--- config.mk ---
export PLATFORM = sky130hd
export DESIGN_NAME = fetch_unit
export DESIGN_NICKNAME = d
export VERILOG_FILES = /design/src/rtl/fetch_unit.sv
export SDC_FILE = /design/constraint.sdc
export NUM_CORES = 1
export LEC_CHECK = 0
export ABC_AREA = 1
export CORE_AREA = 2 2 104 106
export DETAILED_ROUTE_END_ITERATION = 7
export DIE_AREA = 0 0 106 108
export PLACE_DENSITY = 0.88
export SLEW_MARGIN = 40
export SYNTH_ARGS = -nofsm -noshare
export SYNTH_HDL_FRONTEND = slang
export SYNTH_SLANG_ARGS = --single-unit
--- constraint.sdc ---
create_clock -name clk -period 3.1 [get_ports clk]
set_input_delay 0.465 -clock clk [delete_from_list [all_inputs] [get_ports clk]]
set_output_delay 0.465 -clock clk [all_outputs]
set_load 0.02 [all_outputs]
--- src/rtl/fetch_unit.sv ---
// Instruction-fetch stage: one-in-flight request/response to instruction memory,
// a small in-order fetch buffer, redirect squashing and a terminal HALT state.
module fetch_unit #(
  parameter int          BUF_DEPTH = 2,
  parameter logic [15:0] RESET_PC  = 16'h0000,
  parameter logic [15:0] NOP_INSTR = 16'h0800
) (
  input  logic        clk,
  input  logic        rst,
  output logic        imem_req,
  output logic [15:0] imem_addr,
  input  logic        imem_ready,
  input  logic        imem_rvalid,
  input  logic [15:0] imem_rdata,
  input  logic        stall,
  input  logic        flush,
  input  logic        willBranch,
  input  logic [15:0] nextPC,
  output logic [15:0] instr,
  output logic [15:0] PC,
  output logic        fetch_stall,
  output logic        halted
);

  localparam int PTR_W = $clog2(BUF_DEPTH);
  localparam int CNT_W = $clog2(BUF_DEPTH + 1);
  localparam logic [CNT_W-1:0] FULL_COUNT = CNT_W'(BUF_DEPTH);

  typedef enum logic [1:0] {IDLE, RUN, HALTED} fetchState;

  fetchState        state, stateNext;
  logic [15:0]      fetchPc, reqPc, pcHold;
  logic             outstanding, squash;
  logic [PTR_W-1:0] headPtr, tailPtr;
  logic [CNT_W-1:0] count;
  logic [15:0]      bufWord [BUF_DEPTH];
  logic [15:0]      bufLink [BUF_DEPTH];

  logic headValid, redirect, accept, rspValid, push, pop, haltPop, bufClear;

  assign headValid   = (count != '0);
  assign accept      = imem_req & imem_ready;
  assign rspValid    = imem_rvalid & outstanding;
  assign bufClear    = redirect | haltPop;
  // A response is dropped when squashed, when it meets a redirect, or outside RUN.
  assign push        = rspValid & ~squash & ~redirect & (state == RUN);
  assign imem_addr   = fetchPc;
  assign instr       = headValid ? bufWord[headPtr] : NOP_INSTR;
  assign PC          = headValid ? bufLink[headPtr] : pcHold;
  assign fetch_stall = ~headValid;

  always_ff @(posedge clk or negedge rst) begin
    if (!rst) state <= IDLE;
    else      state <= stateNext;
  end

  // NOTE: every output of this block gets a default first, so no path leaves a latch.
  always_comb begin
    stateNext = state;
    imem_req  = 1'b0;
    halted    = 1'b0;
    redirect  = 1'b0;
    pop       = 1'b0;
    haltPop   = 1'b0;
    unique case (state)
      IDLE: begin
        redirect  = flush | willBranch;
        stateNext = RUN;
      end
      RUN: begin
        imem_req = ~outstanding && (count < FULL_COUNT);
        redirect = flush | willBranch;
        pop      = headValid && !stall && !redirect;
        haltPop  = pop && (bufWord[headPtr][15:11] == 5'b00000);
        if (haltPop) stateNext = HALTED;
      end
      HALTED: halted = 1'b1;
      default: stateNext = IDLE;
    endcase
  end

  // NOTE: sequential state uses non-blocking assignments so every register sees pre-edge values.
  always_ff @(posedge clk or negedge rst) begin
    if (!rst) begin
      fetchPc     <= RESET_PC;
      reqPc       <= RESET_PC;
      pcHold      <= 16'h0000;
      outstanding <= 1'b0;
      squash      <= 1'b0;
      headPtr     <= '0;
      tailPtr     <= '0;
      count       <= '0;
    end else begin
      pcHold <= PC;

      if (redirect)    fetchPc <= nextPC;
      else if (accept) fetchPc <= fetchPc + 16'd2;
      if (accept) reqPc <= fetchPc;

      if (rspValid)    outstanding <= 1'b0;
      else if (accept) outstanding <= 1'b1;

      // An in-flight word not arriving now, or one just accepted, belongs to the old path.
      if (bufClear && ((outstanding && !imem_rvalid) || accept)) squash <= 1'b1;
      else if (rspValid)                                         squash <= 1'b0;

      if (bufClear) begin
        headPtr <= '0;
        tailPtr <= '0;
        count   <= '0;
      end else begin
        if (push) tailPtr <= tailPtr + 1'b1;
        if (pop)  headPtr <= headPtr + 1'b1;
        if (push && !pop)      count <= count + 1'b1;
        else if (pop && !push) count <= count - 1'b1;
      end
    end
  end

  // NOTE: buffer storage has no reset; count gates every read, so stale entries are never seen.
  always_ff @(posedge clk) begin
    if (push) begin
      bufWord[tailPtr] <= imem_rdata;
      bufLink[tailPtr] <= reqPc + 16'd2;
    end
  end

endmodule

==> results of run 1 <==
## area by class of cell
type,count,area [µm²]
sequential,120,3323
fill,727,3272
multi-input combinational,357,1747
timing repair buffer,97,960.9
clock buffer,19,431.7
inverter,47,181.4
tap,136,170.2
clock inverter,13,145.1
## metrics by stage
step	hold slack (ps)	instances	setup slack (ps)	area, µm²
6_report	430.7	789	167.2	6959
5_1_grt	433.2	789	7.259	6959
4_1_cts	114.5	787	157.6	6929
3_5_place_dp	496.6	755	719.2	6352
3_3_place_gp	494.4	755	776.9	6352
2_1_floorplan	169.4	543	355.5	5375
## flip-flops by register name, indices dropped and copies added (netlist names)
name / cells
bufLink: 32
bufWord: 32
count: 2
headPtr: 1
imem_addr: 16
outstanding: 1
pcHold: 16
reqPc: 16
squash: 1
state: 2
tailPtr: 1
## worst min path at each step
| stage | from | endpoint | cells past startpoint |
|---|---|---|---|
| floorplan | rst | count[0] | 0 |
| global placement | reqPc[0] | bufLink[0][0] | 0 |
| detailed placement | reqPc[0] | bufLink[1][0] | 0 |
| CTS | rst | imem_addr[13] | 2 |
| global route | rst | imem_addr[9] | 3 |
| finish | rst | imem_addr[13] | 3 |
## layer usage
layer / part of all wire / wire (µm) / vias to the layer above
met4: 0.013 / 153 / 0
met2: 0.50 / 6116 / 185
met1: 0.42 / 5046 / 1951
li1: - / - / 2001
met3: 0.068 / 824 / 17
met5: 0 / 0 / -
## cell usage in the layout (no fill, tap or decap), types with 2 or more instances in the layout
cell | Yosys | layout
nand2_1 | 138 | 138
clkdlybuf4s50_1 | 0 | 88
edfxtp_1 | 64 | 64
dfrtp_1 | 56 | 56
nor2_1 | 53 | 51
a21oi_1 | 50 | 50
inv_1 | 41 | 41
nand3_1 | 25 | 25
o21ai_0 | 25 | 25
clkbuf_16 | 0 | 16
nor2_2 | 9 | 11
xor2_1 | 10 | 10
nand4_1 | 9 | 9
xnor2_1 | 7 | 7
buf_4 | 2 | 6
nor3_1 | 4 | 4
inv_2 | 4 | 4
nand3_2 | 4 | 4
nand2_2 | 4 | 4
o21ai_1 | 3 | 3
o22ai_1 | 3 | 3
inv_6 | 0 | 3
clkinvlp_4 | 0 | 3
clkinv_4 | 0 | 3
inv_4 | 2 | 2
nand2_4 | 2 | 2
nor2_4 | 2 | 2
ha_1 | 2 | 2
clkbuf_8 | 0 | 2
clkinv_2 | 0 | 2
bufinv_16 | 0 | 2
## timing repair
item                      in CTS  in global routing
buffers inserted               0                  0
hold endpoints to repair       0                 14
gates resized for setup        0                  0
hold buffers                   0                  1
## cell families after synthesis
family	count (synthesis)
xor+xnor	17
compound gates	85
fa+ha+maj	2
flops	120
buf+inv	66
simple gates	253
## worst max-delay path: stages (launching register included)
cell             delay (ps)
dfrtp_1                 480
nor2_2                  130
buf_4                   340
a21oi_1                  80
a21oi_1                 260
clkdlybuf4s50_1         660
## power breakdown
group | internal [mW] | switching (mW) | leakage (nW)
combinational | 0.417 | 0.537 | 1.36
clock | 1.17 | 0.712 | 0.275
sequential | 1.91 | 0.135 | 1.25
total | 3.50 | 1.38 | 2.88
==> flow_metrics.tcl, run 1 <==
set metrics [dict create \
    htree_levels 4 \
    grtUsageMet1 0.2735 \
    p_leak_nw 2.881 \
    final_hold_viol_count 0 \
    synthDistinctLibCells 33 \
    vias_per_cell 5.265 \
    postRouteWirelength_um 12140 \
    max_freq_mhz 341.0 \
    synth-xor-area-share 0.02770 \
    synth_compound_area_frac 0.08240 \
    layout-area-overhead-vs-synth_pct 29.47 \
    clock_insertion_delay_at_the_later_pin_of_the_skew_report_ps 520 \
    fin_crit_ps 2933 \
    n_antenna_cell 0 \
    numPortBuffers 89 \
    critical_path_arrival_ps 2470 \
    synth-seq-cells 120 \
    wl_per_cell_um 15.39 \
    synth.avg_cell_area_um2 9.899 \
    run_status "completed" \
    hpwl_um 8012 \
    antenna_found_initial 0 \
    clock_tree.buffer_depth 2 \
    gp_congestion 0.8877 \
    rrSetupSlack_ps 1270 \
    die_area_um2 11450 \
    dr.pass1.iters 5 \
    syn-cell-area_um2 5375 \
    root_buffer "clkbuf_8" \
    synth.yosys.seq_area_share 0.6182 \
    rr_endpoint "imem_addr[8]" \
    final_antenna_net_count 0 \
    vdd_drop_max_v 0.0005107 \
    die_height_um 108 \
    final_layout_size_suffix_gt1_frac 0.1087 \
    setup_repair_after_global_routing_missed_its_margin "false" \
    track_usage 0.2230 \
    synth.top_cell.area_share 0.3575 \
    cts_buffers 17 \
    synth_most_common_cell "nand2_1" \
    timing.critical_path.required_ps 2630 \
    clock-sinks 120 \
    synth_top_family_by_area "simple AND/OR/NAND/NOR gates" \
    endpoint_of_the_worst_setup_timing_path "PC[5]" \
    startpoint "count[1]" \
    pin_count 90 \
    global_route.usage.met3 0.06088 \
    design.final.nets 681 \
    die_x_um 106 \
    total_power_mw 4.881 \
    dr_drc_count 0 \
    detailroute.via_count 4154 \
    grt_pass1_vias 4143 \
    post_route_clock_period_utilization 0.9461 \
    synth_common_cells "nand2_1 (138), edfxtp_1 (64), dfrtp_1 (56)" \
    worst_r2r_path_depth 7 \
    clk_pin_slew_ps 60 \
    global_route.usage.met2 0.3834 \
    number_of_maximum_capacitance_constraint_violations 0 \
    grt_pass1_wl_um 19580 \
    synth.area.mux_share 0 \
    synthesis.nets 584 \
    count_of_routing_violations_after_the_opening_detailed_route_iteration 320 \
    fin_worst_skew_ps 12.03 \
    setup_tns_ps 0 \
    async_flop_share 0.4667 \
    rows 37 \
    synth.largest_area_cell "edfxtp_1" \
    critPathKind "flip-flop to output port" \
    floorplan.initialDensity 0.5254 \
    min-delay-path-class "input pin to async pin" \
    synthSimpleGateAreaFrac 0.2093 \
    finalCoreUtilization 0.6802 \
    power_per_cell_area_nw_per_um2 701.4 \
    synthTopCellsByArea "edfxtp_1 (36%), dfrtp_1 (26%), nand2_1 (9.6%)" \
    grt-busiest-layer "met2" \
    clock_tree_from_tritoncts "built" \
    timing.final.max_slew_violations 0 \
    core_area_um2 10230 \
    worst_path_fanout_max 33 \
    timing.slew.headroom 0.6909 \
    report.final.setup_viol 0 \
    critPathCaptureType "output port" \
    synth_top_flop_cell "edfxtp_1" \
    cells_after_synth 543 \
    grt.overflow.total 0 \
    worst_slew_pin_slew_ps 462.1 \
    rr_startpoint "count[1]" \
    synth_adder_area_share 0.004655 \
    synth-warning-count 0 \
    grt_start_max_net_pins 57 \
    synth-edff-count 64 \
    timing.critical_path.from_type "flip-flop" \
]
(Power assumes the default switching activity.)
==> inputs of run 2 (changes only) <==
CORE_AREA = 2 2 102 104   (was 2 2 104 106)
CTS_BUF_LIST = sky130_fd_sc_hd__clkbuf_8   (was not set)
DIE_AREA = 0 0 104 106   (was 0 0 106 108)
PLACE_DENSITY = 0.9   (was 0.88)
==> run 2 against run 1 <==
  * Setup slack lost 12 ps
  * Sequential share of layout area grew 1.0 points
  * Largest power group unchanged
  * Core utilization grew 0.086 points
  * Design area shrank 2.1%
  * Register-to-register slack is essentially flat
  * First-iteration DRC count shrank 12%
  * Sequential power is essentially flat
  * Global-route usage grew 0.96 points
  * Hold slack gained 21 ps
==> flow_metrics.tcl, run 2 (synthesis results as in run 1) <==
set metrics [dict create \
    worst_path_fanout_max 15 \
    n_antenna_cell 0 \
    timing.critical_path.from_type "flip-flop" \
    postRouteWirelength_um 12120 \
    p_leak_nw 2.835 \
    clock_insertion_delay_at_the_later_pin_of_the_skew_report_ps 430 \
    rows 37 \
    clock-sinks 120 \
    layout-area-overhead-vs-synth_pct 26.70 \
    clock_tree_from_tritoncts "built" \
    numPortBuffers 89 \
    timing.slew.headroom 0.7006 \
    cts_buffers 17 \
    htree_levels 4 \
    setup_repair_after_global_routing_missed_its_margin "false" \
    clock_tree.buffer_depth 2 \
    core_area_um2 10000 \
    clk_pin_slew_ps 70 \
    final_layout_size_suffix_gt1_frac 0.1055 \
    track_usage 0.2326 \
    timing.final.max_slew_violations 0 \
    worst_slew_pin_slew_ps 447.6 \
    top_regs "bufLink (32), bufWord (32)" \
    antenna_found_initial 0 \
    layout.cells.most_common_list "nand2_1 (138), clkdlybuf4s50_1 (88), edfxtp_1 (64)" \
    grt_pass1_wl_um 20020 \
    floorplan.initialDensity 0.5375 \
    report.final.setup_viol 0 \
    fin_crit_ps 2945 \
    detailroute.via_count 4150 \
    grt_pass1_vias 4061 \
    final_hold_viol_count 0 \
    root_buffer "clkbuf_8" \
    critPathCaptureType "output port" \
    setup_tns_ps 0 \
    timing.critical_path.required_ps 2630 \
    fin_worst_skew_ps 10.22 \
    dr_drc_count 0 \
    final_common_cell "nand2_1" \
    run_status "completed" \
    count_of_routing_violations_after_the_opening_detailed_route_iteration 283 \
    grt_start_max_net_pins 37 \
    detailedPlace.worstSlack_ps 637.2 \
    critical_path_arrival_ps 2480 \
    pin_count 90 \
    vdd_drop_max_v 0.0003241 \
    final_cell_area_um2 6810 \
    min-delay-path-class "input pin to async pin" \
    postcts_setup_bufs 0 \
    grt.overflow.total 0 \
    power_per_cell_area_nw_per_um2 663.0 \
    placedInstanceArea_um2 6367 \
    critPathKind "flip-flop to output port" \
    finalHoldWorstSlack_ps 451.4 \
    number_of_maximum_capacitance_constraint_violations 0 \
    max_freq_mhz 339.5 \
    postLayoutSetupSlackWorst_ps 154.8 \
    design.final.nets 682 \
    die_height_um 106 \
    die_area_um2 11020 \
    hpwl_um 8497 \
    final_antenna_net_count 0 \
    post_route_clock_period_utilization 0.9501 \
    die_x_um 104 \
    total_power_mw 4.515 \
    gp_congestion 0.8689 \
    dr.pass1.iters 5 \
    wl_per_cell_um 15.35 \
    vias_per_cell 5.253 \
]
run 2: path summary, 6_finish.rpt:
check                         start       endpoint  slack, ps  depth (start not counted)
hold reg to reg            state[0]       state[1]        510                          1
setup reg to reg           count[1]   imem_addr[8]       1270                          7
setup / recovery           count[1]         PC[13]        150                          5
max in group asynchronous       rst       reqPc[4]       1970                          3
min in group clk           state[0]       state[1]        510                          1
hold / removal                  rst  imem_addr[13]        450                          2
run 2: area by class of cell:
class | instances | area (µm²)
multi-input cells | 357 | 1747
repair buffers | 98 | 955.9
well taps | 136 | 170.2
inverters | 47 | 181.4
fillers | 771 | 3189
clock inverters | 12 | 157.7
clock buffers | 20 | 275.3
flip-flops and latches | 120 | 3323
run 2: power by group:
part,internal (mW),switching (mW),leakage [nW],total [mW]
logic,0.415,0.539,1.36,0.954
registers,1.91,0.139,1.25,2.05
clock network,0.925,0.590,0.230,1.51
total,3.25,1.27,2.83,4.52
run 2: worst max-delay path: stages, from the launching register on:
cell	delay, ps
dfrtp_1	480
nor2_2	360
buf_4	290
a21oi_1	70
a21oi_1	210
clkdlybuf4s50_1	650
run 2: timing repair:
action / CTS / global route
hold buffers: 1 / 0
hold endpoints to repair: 10 / 0
endpoints found under the setup margin: 0 / 0
gates resized for setup: 0 / 0
run 2: metal layers:
metal,up-vias,part of all wire,GRT usage,routed length (µm)
met5,-,0,0,0
met4,0,0.015,0.08205,181
met3,21,0.068,0.07296,830
met2,171,0.49,0.3802,5945
met1,1961,0.43,0.2952,5167
li1,1997,-,-,-
run 2: metrics by stage:
step                std cells  utilization
CTS                       790       0.6811
detailed placement        757       0.6368
finish                    790       0.6811
global route              790       0.6811
global placement          757       0.6368
floorplan                 543            -
